`config.mk`:
```
export PLATFORM = sky130hd
export DESIGN_NAME = div_operand_sequencer
export DESIGN_NICKNAME = d
export VERILOG_FILES = /design/src/rtl/div_operand_sequencer.sv
export SDC_FILE = /design/constraint.sdc
export NUM_CORES = 1
export LEC_CHECK = 0
export ABC_AREA = 1
export CORE_MARGIN = 2
export CORE_UTILIZATION = 37
export DETAILED_ROUTE_END_ITERATION = 10
export RECOVER_POWER = 100
export SLEW_MARGIN = 20
export SYNTH_ARGS = -nofsm -noshare
export SYNTH_HDL_FRONTEND = slang
export SYNTH_SLANG_ARGS = --single-unit
```
`constraint.sdc`:
```
create_clock -name clk -period 2.5 [get_ports clk]
set_input_delay 0.5 -clock clk [delete_from_list [all_inputs] [get_ports clk]]
set_output_delay 0.5 -clock clk [all_outputs]
set_load 0.1 [all_outputs]
```
`src/rtl/div_operand_sequencer.sv`:
```
`default_nettype none
// ============================================================================
// div_operand_sequencer : FIFO-buffered load/start sequencer for a divider
// Revision: 1.0
// ============================================================================
module div_operand_sequencer #(
  parameter int W     = 10,
  parameter int DEPTH = 4,
  parameter int TMO   = 64
) (
  input  logic                     clk,
  input  logic                     rst,
  input  logic                     in_valid,
  output logic                     in_ready,
  input  logic [W-1:0]             in_a,
  input  logic [W-1:0]             in_b,
  output logic [W-1:0]             div_A,
  output logic [W-1:0]             div_B,
  output logic                     div_ld_a,
  output logic                     div_ld_b,
  output logic                     div_loading_done,
  output logic                     div_start,
  input  logic [W-1:0]             div_Q,
  input  logic                     div_ov,
  input  logic                     div_dvz,
  input  logic                     div_done,
  output logic                     res_valid,
  input  logic                     res_ready,
  output logic [W-1:0]             res_q,
  output logic                     res_ov,
  output logic                     res_dvz,
  output logic                     res_tmo,
  output logic [$clog2(DEPTH):0]   fifo_count,
  output logic                     busy
);

  localparam int c_AW = $clog2(DEPTH);
  localparam int c_CW = $clog2(TMO + 1);
  localparam logic [c_AW:0]   c_FULL     = (c_AW + 1)'(DEPTH);
  localparam logic [c_CW-1:0] c_TMO_LAST = c_CW'(TMO - 1);

  typedef enum logic [1:0] {
    S_IDLE  = 2'd0,
    S_LOAD  = 2'd1,
    S_START = 2'd2,
    S_WAIT  = 2'd3
  } state_t;

  state_t              r_state;
  state_t              w_next;
  logic [2*W-1:0]      r_mem [DEPTH];
  logic [c_AW-1:0]     r_wr_ptr;
  logic [c_AW-1:0]     r_rd_ptr;
  logic [c_AW:0]       r_count;
  logic [c_CW-1:0]     r_tmo_cnt;
  logic [W-1:0]        r_div_a;
  logic [W-1:0]        r_div_b;
  logic                r_ld;
  logic                r_start;
  logic                r_lddone;
  logic                r_res_valid;
  logic [W-1:0]        r_res_q;
  logic                r_res_ov;
  logic                r_res_dvz;
  logic                r_res_tmo;
  logic                w_push;
  logic                w_pop;
  logic                w_slot_free;
  logic                w_cap_done;
  logic                w_cap_tmo;
  logic [2*W-1:0]      w_head;

  // Admission uses only the registered count, so a pop never frees a slot early.
  assign in_ready    = (r_count < c_FULL);
  assign w_push      = in_valid & in_ready;
  assign w_pop       = (r_state == S_START);
  assign w_slot_free = !r_res_valid | res_ready;
  assign w_head      = r_mem[r_rd_ptr];

  always_comb begin
    w_next     = r_state;
    w_cap_done = 1'b0;
    w_cap_tmo  = 1'b0;
    case (r_state)
      S_IDLE:  if ((r_count != '0) && w_slot_free) w_next = S_LOAD;
      S_LOAD:  w_next = S_START;
      S_START: w_next = S_WAIT;
      S_WAIT: begin
        if (div_done) begin
          w_cap_done = 1'b1;
          w_next     = S_IDLE;
        end else if (r_tmo_cnt == c_TMO_LAST) begin
          w_cap_tmo = 1'b1;
          w_next    = S_IDLE;
        end
      end
      default: w_next = S_IDLE;
    endcase
  end

  always_ff @(posedge clk) begin
    if (w_push) r_mem[r_wr_ptr] <= {in_a, in_b};
  end

  always_ff @(posedge clk or negedge rst) begin
    if (!rst) begin
      r_wr_ptr <= '0;
      r_rd_ptr <= '0;
      r_count  <= '0;
    end else begin
      if (w_push) r_wr_ptr <= r_wr_ptr + 1'b1;
      if (w_pop)  r_rd_ptr <= r_rd_ptr + 1'b1;
      case ({w_push, w_pop})
        2'b10:   r_count <= r_count + 1'b1;
        2'b01:   r_count <= r_count - 1'b1;
        default: r_count <= r_count;
      endcase
    end
  end

  // Divider controls are registered from the next state so they are glitch-free.
  always_ff @(posedge clk or negedge rst) begin
    if (!rst) begin
      r_state   <= S_IDLE;
      r_tmo_cnt <= '0;
      r_div_a   <= '0;
      r_div_b   <= '0;
      r_ld      <= 1'b0;
      r_start   <= 1'b0;
      r_lddone  <= 1'b0;
    end else begin
      r_state   <= w_next;
      r_tmo_cnt <= ((r_state == S_WAIT) && (w_next == S_WAIT)) ? r_tmo_cnt + 1'b1 : '0;
      r_ld      <= (w_next == S_LOAD);
      r_start   <= (w_next == S_START);
      r_lddone  <= (w_next == S_START) || (w_next == S_WAIT);
      if ((r_state == S_IDLE) && (w_next == S_LOAD)) begin
        r_div_a <= w_head[2*W-1:W];
        r_div_b <= w_head[W-1:0];
      end
    end
  end

  always_ff @(posedge clk or negedge rst) begin
    if (!rst) begin
      r_res_valid <= 1'b0;
      r_res_q     <= '0;
      r_res_ov    <= 1'b0;
      r_res_dvz   <= 1'b0;
      r_res_tmo   <= 1'b0;
    end else if (w_cap_done) begin
      r_res_valid <= 1'b1;
      r_res_q     <= div_Q;
      r_res_ov    <= div_ov;
      r_res_dvz   <= div_dvz;
      r_res_tmo   <= 1'b0;
    end else if (w_cap_tmo) begin
      r_res_valid <= 1'b1;
      r_res_q     <= '0;
      r_res_ov    <= 1'b0;
      r_res_dvz   <= 1'b0;
      r_res_tmo   <= 1'b1;
    end else if (r_res_valid && res_ready) begin
      r_res_valid <= 1'b0;
    end
  end

  assign div_A            = r_div_a;
  assign div_B            = r_div_b;
  assign div_ld_a         = r_ld;
  assign div_ld_b         = r_ld;
  assign div_start        = r_start;
  assign div_loading_done = r_lddone;
  assign res_valid        = r_res_valid;
  assign res_q            = r_res_q;
  assign res_ov           = r_res_ov;
  assign res_dvz          = r_res_dvz;
  assign res_tmo          = r_res_tmo;
  assign fifo_count       = r_count;
  assign busy             = (r_state != S_IDLE);

endmodule
`default_nettype wire

```
==> results.tsv <==
stage	metric	value	unit
final_layout	fillers	1396	
setup_path	cp_num_cells	1	
global_routing	grt_max_degree	53	
setup_path	path_delay_family	buffers and inverters	
synthesis	yosys-top-cells-area	edfxtp_1, dfrtp_1, nand2_1	
placement	dpl.hpwl	6860	µm
clock_network	cts_tree	built	
synthesis	avgSynthCellArea	9.94	µm²
timing	period_share	0.867	
setup_path	cp_data_required_time	2.00	ns
clock_network	clockRootBuffer	clkbuf_16	
setup_path	end_kind	output port	
placement	routabilityCongestion	0.704	
setup_path	reg2regPathDepth	9	
synthesis	synth_fp_nets	608	
timing	finalHoldViolCount	0	
synthesis	yosys_warnings	0	
synthesis	ys_types	23	
global_routing	overflow	0	
setup_path	cp_cell_sequence	clkbuf_1	
timing	final.setup_skew	0.0111	ns
timing	rsz0062_at_grt	false	
placement	numPortBuffers	79	
run	cap_violations	0	
die	start_util	0.383	
die	ioPinCount	80	
setup_path	arrival	1.67	ns
run_status	status	completed	
setup_path	critPathBufInv	1	
setup_path	slowest_delay	0.88	ns
clock_network	postCtsSetupBuffers	0	
drt	drtIter0Drc	170	
clock_network	clock_path_buffers	2	
timing	tightestPinTransition	1.36	ns
global_routing	grt_pass1_wl	18700	µm
synthesis	synth_seq_area_share	0.661	
timing	max_freq	0.461	GHz
final_layout	drive_gt1_frac	0.0814	
placement	place_inst	815	
die	die_w	127	µm
clock_network	htree_num_levels	4	
clock_network	cts.sinks	132	
setup_path	path_max_fanout	2	
synthesis	synth-edff-count	80	
drt	wire_per_inst	13.4	µm
timing	fin_tns_setup	0	ns
die	core_area	14600	µm²
synthesis	yosys_register_bits	132	
clock_network	holdBufCountCts	0	
synthesis	netlist.area_leader.share	0.429	
drt	num_vias	3816	
timing	fin_crit	2.17	ns
final_layout	synthToLayoutAreaGrowth	22.5	%
clock_network	insertion_delay	0.41	ns
synthesis	syn_inst	564	
final_layout	nets	694	
synthesis	ys_async_sr_fraction	0.394	
worst_hold_path	hp-class	reg2reg	
drt	drtPass1Iterations	4	
clock_network	cts_resized	0	
worst_hold_path	min_path_cells	2	
final_layout	final_cells	847	
global_routing	antenna_found_initial	0	
synthesis	synth_top_area_cell	edfxtp_1	
synthesis	syn_area	5600	µm²
die	die_h	127	µm
synthesis	synth.most_common_cell	nand2_1	
timing	setup_viol	0	
clock_network	clkTransAtPathRegs	0.06	ns
drt	final_antenna_net_count	0	
clock_network	cts_buffers	17	
die	die_area	16100	µm²
timing	relSlewSlack	0.0900	
global_routing	grt_pass1_vias	3692	
timing	slew_viol_final	0	
synthesis	synth_flop_cell	edfxtp_1	
placement	placed_cell_area	6480	µm²
setup_path	crit_type	reg2out	
drt	drc_errors	0	
die	rows	44	
synthesis	yosys-top-cells-count	nand2_1, inv_1, edfxtp_1, nand3_1, dfrtp_1	
final_layout	insertedDiodeCount	0	
drt	viasPerCell	4.51	
drt	routed_wl	11400	µm
global_routing	grtUsageTotal	0.151	
setup_path	critPathSlowestCell	clkbuf_1	
setup_path	crit_path_start_kind	register	
final_layout	stdcell_area	6870	µm²
-- kinds of logic after synthesis --
| logic type | count (synthesis) | synth area share |
|---|---|---|
| buffers and inverters | 127 | 0.0956 |
| xor gates and xnor gates | 8 | 0.0125 |
| DFF | 132 | 0.661 |
| AOI/OAI and AO/OA | 3 | 0.00335 |
| adders and majority gates | 7 | 0.0170 |
| and+or+nand+nor | 287 | 0.211 |
-- sequential cells by signal, summed over array words and instances, names as in the netlist, 2 cells and up --
signal and count:
r_mem 80, div_A 10, div_B 10, res_q 10, r_tmo_cnt 7, fifo_count 3
r_rd_ptr 2, r_wr_ptr 2
-- layer usage --
metal  wire (µm)  vias to the layer above  track usage
met5           0                        -            0
met2        5530                      101        0.246
li1            -                     1915            -
met1        5130                     1786        0.189
met3         555                       14       0.0423
met4         181                        0       0.0640
-- cell type report --
class / count / area, µm² / area share
well taps: 184 / 230 / 0.0335
inverters: 106 / 399 / 0.0581
flip-flops and latches: 132 / 3710 / 0.540
clock inverters: 10 / 130 / 0.0190
repair buffers: 88 / 577 / 0.0840
clock buffers: 22 / 464 / 0.0676
multi-input cells: 305 / 1360 / 0.198
-- placed cells by master, fill, tap and decap left out, drive strengths merged --
master,instances
xnor2,3
xor2,5
fa,1
o21ai,1
edfxtp,80
buf,5
clkbuf,70
dfrtp,52
dlygate4sd3,20
clkinvlp,4
nor2,21
ha,6
nand3,60
bufinv,3
clkdlybuf4s50,15
nand2,205
clkinv,4
nand3b,1
a21oi,2
inv,105
-- path summary, 6_finish.rpt --
check | from | end | slack (ns)
worst min-delay path | div_A[5]$_DFFE_PN0P_ | div_A[5]$_DFFE_PN0P_ | 0.48
max in group asynchronous | rst | fifo_count[2]$_DFFE_PN0P_ | 1.03
worst max register to register | fifo_count[2]$_DFFE_PN0P_ | fifo_count[2]$_DFFE_PN0P_ | 0.44
worst min register to register | div_A[5]$_DFFE_PN0P_ | div_A[5]$_DFFE_PN0P_ | 0.48
min in group asynchronous | rst | res_dvz$_DFFE_PN0P_ | 0.49
worst max-delay path | div_B[5]$_DFFE_PN0P_ | div_B[5] | 0.33
-- through the flow --
step                       util  setup slack (ns)  hold WS [ns]
final                     0.469             0.331         0.477
after CTS                 0.483             0.568        0.0779
after floorplan               -           0.00502         0.204
after global placement    0.442             0.369         0.467
after detailed placement  0.442             0.316         0.470
after global routing      0.469             0.258         0.496
Power is left out: the tool's default activity adds up to more than one toggle a clock period on the data nets, which glitch-free logic cannot reach.
